===== src/rtl/wb_lsu_master_if.sv =====
// WISHBONE_IF: single-initiator bus bundle between the load/store unit and the
// ROM/RAM/peripheral slaves.
//   cyc, stb      bus cycle / strobe (initiator)
//   we            1 = write (initiator)
//   addr[31:0]    byte address (initiator)
//   width[1:0]    00 byte, 01 half, 1x word (initiator)
//   data_write    right-aligned store data (initiator)
//   ack           transfer done (slave)
//   data_read     right-aligned load data (slave)
interface WISHBONE_IF;
  logic        cyc;
  logic        stb;
  logic        we;
  logic [31:0] addr;
  logic [1:0]  width;
  logic [31:0] data_write;
  logic        ack;
  logic [31:0] data_read;

  modport master (
    output cyc, stb, we, addr, width, data_write,
    input  ack, data_read
  );

  modport slave (
    input  cyc, stb, we, addr, width, data_write,
    output ack, data_read
  );
endinterface


===== src/rtl/wb_lsu_master.sv =====
// wb_lsu_master: turns one load/store request from the memory stage into a
// single Wishbone bus cycle and returns an extended load result (or an error
// on timeout / rejected misalignment). One transaction outstanding at a time.
//
// Ports:
//   clk, rst          system clock, synchronous active-high reset
//   req_valid/ready   request handshake (ready only while idle)
//   req_we            1 = store, 0 = load
//   req_addr          byte address
//   req_width         00 byte, 01 half, 1x word
//   req_signed        loads: sign- (1) or zero- (0) extend
//   req_wdata         right-aligned store data
//   rsp_valid         one-cycle completion pulse
//   rsp_data          extended load data; 0 for stores and errors
//   rsp_err           timeout or misalignment, qualified by rsp_valid
//   mem_wb            Wishbone initiator port
//
// state | meaning
// IDLE  | waiting for a request, req_ready high
// BUS   | cyc/stb asserted, waiting for ack or timeout
// RESP  | response cycle (rsp_valid pulse), then back to IDLE
module wb_lsu_master #(
  parameter int unsigned TIMEOUT     = 255,
  parameter bit          CHECK_ALIGN = 1'b0
) (
  input  logic        clk,
  input  logic        rst,
  input  logic        req_valid,
  output logic        req_ready,
  input  logic        req_we,
  input  logic [31:0] req_addr,
  input  logic [1:0]  req_width,
  input  logic        req_signed,
  input  logic [31:0] req_wdata,
  output logic        rsp_valid,
  output logic [31:0] rsp_data,
  output logic        rsp_err,
  WISHBONE_IF.master  mem_wb
);

  typedef enum logic [1:0] {IDLE, BUS, RESP} state_t;

  localparam logic [15:0] TMO_LAST = 16'(TIMEOUT - 1);

  state_t      state;
  logic        bus_q;
  logic        we_q;
  logic [31:0] addr_q;
  logic [1:0]  width_q;
  logic [31:0] wdata_q;
  logic        signed_q;
  logic        rej_pend;
  logic [15:0] tmo_cnt;
  logic        misaligned;

  always_comb begin
    misaligned = CHECK_ALIGN &&
                 (((req_width == 2'b01) && req_addr[0]) ||
                  (req_width[1] && (req_addr[1:0] != 2'b00)));
  end

  function automatic logic [31:0] extend(input logic [31:0] d,
                                         input logic [1:0]  w,
                                         input logic        s);
    case (w)
      2'b00:   extend = {{24{s & d[7]}}, d[7:0]};
      2'b01:   extend = {{16{s & d[15]}}, d[15:0]};
      default: extend = d;
    endcase
  endfunction

  assign req_ready         = (state == IDLE);
  assign mem_wb.cyc        = bus_q;
  assign mem_wb.stb        = bus_q;
  assign mem_wb.we         = we_q;
  assign mem_wb.addr       = addr_q;
  assign mem_wb.width      = width_q;
  assign mem_wb.data_write = wdata_q;

  always_ff @(posedge clk) begin
    if (rst) begin
      state     <= IDLE;
      bus_q     <= 1'b0;
      we_q      <= 1'b0;
      addr_q    <= '0;
      width_q   <= '0;
      wdata_q   <= '0;
      signed_q  <= 1'b0;
      rej_pend  <= 1'b0;
      tmo_cnt   <= '0;
      rsp_valid <= 1'b0;
      rsp_err   <= 1'b0;
      rsp_data  <= '0;
    end else begin
      rsp_valid <= 1'b0;
      case (state)
        IDLE: begin
          if (req_valid) begin
            we_q     <= req_we;
            addr_q   <= req_addr;
            width_q  <= req_width;
            wdata_q  <= req_wdata;
            signed_q <= req_signed;
            tmo_cnt  <= '0;
            if (misaligned) begin
              // Rejected requests spend one silent cycle in RESP so the error
              // arrives with the same latency as a zero-wait bus access.
              state    <= RESP;
              rej_pend <= 1'b1;
            end else begin
              state <= BUS;
              bus_q <= 1'b1;
            end
          end
        end
        BUS: begin
          if (mem_wb.ack) begin
            state     <= RESP;
            bus_q     <= 1'b0;
            rsp_valid <= 1'b1;
            rsp_err   <= 1'b0;
            rsp_data  <= we_q ? 32'd0 : extend(mem_wb.data_read, width_q, signed_q);
          end else if (tmo_cnt == TMO_LAST) begin
            state     <= RESP;
            bus_q     <= 1'b0;
            rsp_valid <= 1'b1;
            rsp_err   <= 1'b1;
            rsp_data  <= '0;
          end else begin
            tmo_cnt <= tmo_cnt + 16'd1;
          end
        end
        RESP: begin
          if (rej_pend) begin
            rej_pend  <= 1'b0;
            rsp_valid <= 1'b1;
            rsp_err   <= 1'b1;
            rsp_data  <= '0;
          end else begin
            state <= IDLE;
          end
        end
        default: state <= IDLE;
      endcase
    end
  end

endmodule


===== src/flat_wrapper.sv =====
// flat-port wrapper written by rule: the top's interface ports become plain ports
module wb_lsu_master_flat 
#(
  parameter int unsigned TIMEOUT     = 255,
  parameter bit          CHECK_ALIGN = 1'b0
)
  (clk, rst, req_valid, req_ready, req_we, req_addr, req_width, req_signed, req_wdata, rsp_valid, rsp_data, rsp_err, mem_wb_cyc, mem_wb_stb, mem_wb_we, mem_wb_addr, mem_wb_width, mem_wb_data_write, mem_wb_ack, mem_wb_data_read);
  WISHBONE_IF mem_wb_i ();
  input  logic clk;
  input  logic rst;
  input  logic req_valid;
  output logic req_ready;
  input  logic req_we;
  input  logic [31:0] req_addr;
  input  logic [1:0] req_width;
  input  logic req_signed;
  input  logic [31:0] req_wdata;
  output logic rsp_valid;
  output logic [31:0] rsp_data;
  output logic rsp_err;
  output wire logic [$bits(mem_wb_i.cyc)-1:0] mem_wb_cyc;
  output wire logic [$bits(mem_wb_i.stb)-1:0] mem_wb_stb;
  output wire logic [$bits(mem_wb_i.we)-1:0] mem_wb_we;
  output wire logic [$bits(mem_wb_i.addr)-1:0] mem_wb_addr;
  output wire logic [$bits(mem_wb_i.width)-1:0] mem_wb_width;
  output wire logic [$bits(mem_wb_i.data_write)-1:0] mem_wb_data_write;
  input wire logic [$bits(mem_wb_i.ack)-1:0] mem_wb_ack;
  input wire logic [$bits(mem_wb_i.data_read)-1:0] mem_wb_data_read;
  assign mem_wb_cyc = mem_wb_i.cyc;
  assign mem_wb_stb = mem_wb_i.stb;
  assign mem_wb_we = mem_wb_i.we;
  assign mem_wb_addr = mem_wb_i.addr;
  assign mem_wb_width = mem_wb_i.width;
  assign mem_wb_data_write = mem_wb_i.data_write;
  assign mem_wb_i.ack = mem_wb_ack;
  assign mem_wb_i.data_read = mem_wb_data_read;
  wb_lsu_master #(.TIMEOUT(TIMEOUT), .CHECK_ALIGN(CHECK_ALIGN)) u_core (.clk(clk), .rst(rst), .req_valid(req_valid), .req_ready(req_ready), .req_we(req_we), .req_addr(req_addr), .req_width(req_width), .req_signed(req_signed), .req_wdata(req_wdata), .rsp_valid(rsp_valid), .rsp_data(rsp_data), .rsp_err(rsp_err), .mem_wb(mem_wb_i));
endmodule

===== config.mk =====
export PLATFORM = sky130hd
export DESIGN_NAME = wb_lsu_master_flat
export DESIGN_NICKNAME = d
export VERILOG_FILES = /design/src/rtl/wb_lsu_master_if.sv /design/src/rtl/wb_lsu_master.sv /design/src/flat_wrapper.sv
export SDC_FILE = /design/constraint.sdc
export NUM_CORES = 1
export LEC_CHECK = 0
export CORE_MARGIN = 2
export CORE_UTILIZATION = 40
export CTS_BUF_LIST = sky130_fd_sc_hd__clkbuf_16
export CTS_CLUSTER_DIAMETER = 150
export DETAILED_ROUTE_END_ITERATION = 6
export GPL_TIMING_DRIVEN = 0
export PLACE_DENSITY = 0.82
export SYNTH_ARGS = -nofsm -noshare
export SYNTH_HDL_FRONTEND = slang
export SYNTH_SLANG_ARGS = --single-unit
export TNS_END_PERCENT = 10

===== constraint.sdc =====
create_clock -name clk -period 2.39 [get_ports clk]
set_input_delay 0.3585 -clock clk [delete_from_list [all_inputs] [get_ports clk]]
set_output_delay 0.3585 -clock clk [all_outputs]
set_load 0.01 [all_outputs]

==> results.txt <==
- The flow ran to the end, but the final reports show violations.
- The checks that failed: DRC.
- Share of final-layout standard cells stronger than drive strength 1: 0.0635
- Worst Hold Depth: 2
- Of the available clock period, the critical path in the final layout requires 0.905.
- The path with the worst hold slack has its endpoint at u_core.mem_wb.data_write[18].
- For the worst setup path, the data required time is 2.71 ns.
* Proportion of power drawn by combinational gates: 0.136
* Clock tree buffer depth: 2
* Aggregate routed wire length: 15000 microns
* Dominant delay contributor by cell family on the critical path: simple AND/OR/NAND/NOR gates
* Clk_skew: 0.0101 ns
- Cells on worst reg2reg path: 6
- Critical Path Max Stage Delay: 0.51 ns
- After detailed routing, the number of remaining DRC violations is 15.
- Setup violations remaining at the end of the flow were counted as 0.
* Post-CTS clock slew at the launch and capture registers of the worst setup and hold paths: 0.06 ns
* Buffers & Inverters on Critical Path: 1
* Wire length of the first global-routing pass: 23900 microns
* Total iterations of the first detailed-routing run: 7
- In the final design database the tool counted 883 nets.
* Peak supply drop: 0.000371 V
- The cell area that synthesis handed to floorplanning was 0.00476 sq mm.
* Flops & latches, synth: 121
- Critical Path Fanout Max: 8
- After the first detailed-routing iteration, the DRC count stood at 394.
- Setup slack after layout: 0.228 ns
* Worst Min Path Start: u_core.mem_wb.data_write[18]
- Number of antenna cells inserted: 0
- TritonCTS built the clock tree.
* Cell-by-cell listing of the critical path: inv_1, ha_1, or4b_4, nor4_4, o21ai_2, a311oi_1
* Via count of the first global-routing pass: 4889
- Data on the critical path arrives at its endpoint at 2.48 ns.
- The share of synthesized area in the top cell type comes to 0.509.
- Slew HR: 0.472
- Class of the most critical setup path: reg -> reg
- Cell count after synthesis: 551
- Summed over all cells, the static leakage comes to 2.78 nW.
- PD cells: 705 mW/mm^2
- Pin placement for this block handled 208 I/O pins.
* Final count of hold timing violations: 0
* Routed WL per cell: 16.1 microns
- For this design the total switching power over the nets is 0.00124 W.
- In the global route stage, overall resource usage came out at 0.235.
* Sequential fraction of design power: 0.405
* Remaining Overflow, GRT: 0
* Crit. End Element: register
* Logic depth of the worst setup path including buffers: 6
- Clock sink count: 121
- Using the TritonRoute via totals, the vias-per-cell ratio works out to 5.33.
- Critical-path cell with the highest stage delay: sky130_fd_sc_hd__or4b_4
- Of the total power, the share spent switching nets is 0.233.
- Placer congestion estimate: 0.929
- Detailed placement finished with a half-perimeter wire length of 11000 microns.
* Post-synthesis cell type count: 52
- R2R Path End: u_core.tmo_cnt[4]
- Counting tap cells, the placed design contains a total of 901 instances.
- Register area share after synthesis: 0.509
- Startpoint of the most critical register-to-register path: u_core.tmo_cnt[0]
- Fin Hold WS: 0.451 ns
- Post-Layout Cell Count: 931
* Clock insertion delay at the later pin of the skew report: 0.41 ns
* Area growth syn-to-layout: 59.4%
- In this run the register-to-register setup slack is 0.23 ns.
- The routed layout has 4965 vias.
- From bottom edge to top edge, the die measures 113 microns.
* Die area: 0.0128 sq mm
- After clock tree synthesis, the setup repair step added 0 buffers.
* Setup repair after global routing missed its margin: no
* Power Internal: 0.00410 W
- Slew Limit Fails: 0
* Average footprint of a synthesized cell: 8.63 sq um
- Transition time at the pin with the least slew margin: 0.786 ns
- F_max: 463 MHz
- Startpoint type of the worst setup path: register
- Antenna violations before repair: 0
- Library cell occupying the most area in the post-synthesis netlist: sky130_fd_sc_hd__dfxtp_1
* Maximum number of pins on one net before global-route repair: 17
- Pre-CTS setup slack: -0.464 ns
* Number of buffers created by CTS: 17
- After floorplanning, the core was divided into 39 placement rows.
- For the finished layout, the period the worst path requires is 2.16 ns.
- In the post-synthesis netlist, the biggest area contributors are sky130_fd_sc_hd__dfxtp_1, sky130_fd_sc_hd__nand2_1, sky130_fd_sc_hd__a21oi_1.
- Across the run, the number of max-cap violations was 0.
* Clock Tree Root: sky130_fd_sc_hd__clkbuf_16
- Initial core utilization: 0.413
- Die Wd: 113 microns
* Ys Warns: 0
- The core region is 0.0115 sq mm.
* Final ANT Viol Nets: 0
- Cts-stage hold buffer count: 0
- Port bufs: 207
- Net count after synthesis: 657
- CTS built an H-tree with a depth of 4.
- Worst hold path type: reg -> reg
* Clock share of power: 0.460
[stage by stage]
| step | total power, W | utilization | TNS [ns] | cell area (sq um) |
|---|---|---|---|---|
| detailed placement | 0.00293 | 0.608 | -21.73 | 7010 |
| finish | 0.00535 | 0.658 | 0 | 7580 |
| global placement | 0.00291 | 0.608 | -18.35 | 7010 |
| floorplan | 0.00249 | - | 0 | 4760 |
| global route | 0.00555 | 0.658 | 0 | 7580 |
| CTS | 0.00540 | 0.658 | 0 | 7580 |
[worst max-delay path by stage]
stage	from	end	slack, ns
floorplan	u_core.tmo_cnt[0]	u_core.tmo_cnt[11]	0.50
global placement	req_valid	u_core.tmo_cnt[8]	-0.47
detailed placement	req_valid	u_core.tmo_cnt[8]	-0.46
CTS	rst	u_core.mem_wb.addr[27]	0.04
global route	mem_wb_ack	u_core.rsp_data[24]	0.12
finish	u_core.tmo_cnt[0]	u_core.tmo_cnt[4]	0.23
[area by class of cell]
class,count,area [sq um]
Sequential cell,121,2420
Clock inverter,13,140
Timing Repair Buffer,207,2070
Tap cell,143,179
Multi-Input combinational cell,387,2140
Inverter,4,15.0
Buffer,39,189
Fill cell,949,3940
Clock buffer,17,425
[state kept, by name (all words and copies together) (netlist names), 2 cells and up]
name,count
u_core.mem_wb.data_write,32
u_core.rsp_data,32
u_core.tmo_cnt,16
u_core.state,2
u_core.mem_wb.width,2
u_core.mem_wb.addr,32
[what timing repair did]
action | in CTS | in global routing
resized for setup | 1 | 3
pin swaps | 0 | 0
endpoints found under the setup margin | 2 | 12
[placed cells by master (no fill, tap or decap), drive strengths merged, types with 8 or more instances in the layout]
master	Yosys	layout
a21oi	75	75
buf	18	17
o211ai	8	8
clkbuf	21	39
nor2	13	13
clkdlybuf4s50	0	207
nand3	8	8
dfxtp	121	121
nand2	155	155
o21ai	13	13
a22o	32	32
nand2b	21	21
[power by group through the flow]
stage                     sequential (W)  combinational [W]  clock (W)
after floorplan                  0.00224           0.000247          0
after global placement           0.00220           0.000708          0
after detailed placement         0.00220           0.000724          0
after CTS                        0.00216           0.000728    0.00251
after global routing             0.00217           0.000785    0.00259
final                            0.00216           0.000725    0.00246
[tightest hold or removal path: cells and delay by family (launching register included)]
family          cells  cell delay [ns]
compound gates      1             0.05
simple gates        1             0.05
flops               1             0.30
[layer usage]
layer	share of wire	track usage
met1	0.40	0.276
met2	0.49	0.396
met3	0.097	0.0734
met4	0.020	0.100
met5	0	0
[cells in the mapped netlist (all sizes together)]
| cell | n |
|---|---|
| o311a | 1 |
| buf | 18 |
| nor2 | 13 |
| a22o | 32 |
| or4 | 3 |
| o211ai | 8 |
| or4b | 1 |
| nand3 | 8 |
| ha | 2 |
| o21ai | 13 |
| dfxtp | 121 |
| o41ai | 2 |
| nand4b | 1 |
| mux2 | 2 |
| and3 | 2 |
| a41oi | 2 |
| nor2b | 4 |
| a211oi | 1 |
| nand2 | 155 |
| a31o | 1 |
| o311ai | 4 |
| a311oi | 2 |
| o31a | 1 |
| nor4 | 6 |
| inv | 4 |
| or2 | 1 |
| a31oi | 3 |
| nor3b | 1 |
| clkbuf | 21 |
| mux2i | 1 |
| or3 | 5 |
| a21oi | 75 |
| nor3 | 2 |
| nand4 | 7 |
| nand4bb | 1 |
| and4 | 1 |
| o31ai | 2 |
| nor4b | 3 |
| nand2b | 21 |
[cell families after synthesis]
family	Yosys count	synth area share
and+or+nand+nor	235	0.231
AOI/OAI and AO/OA	147	0.205
adders and majority gates	2	0.00526
muxes	3	0.00684
DFF	121	0.509
buffers and inverters	43	0.0424
Note: power is estimated with default switching activity, not from simulation.
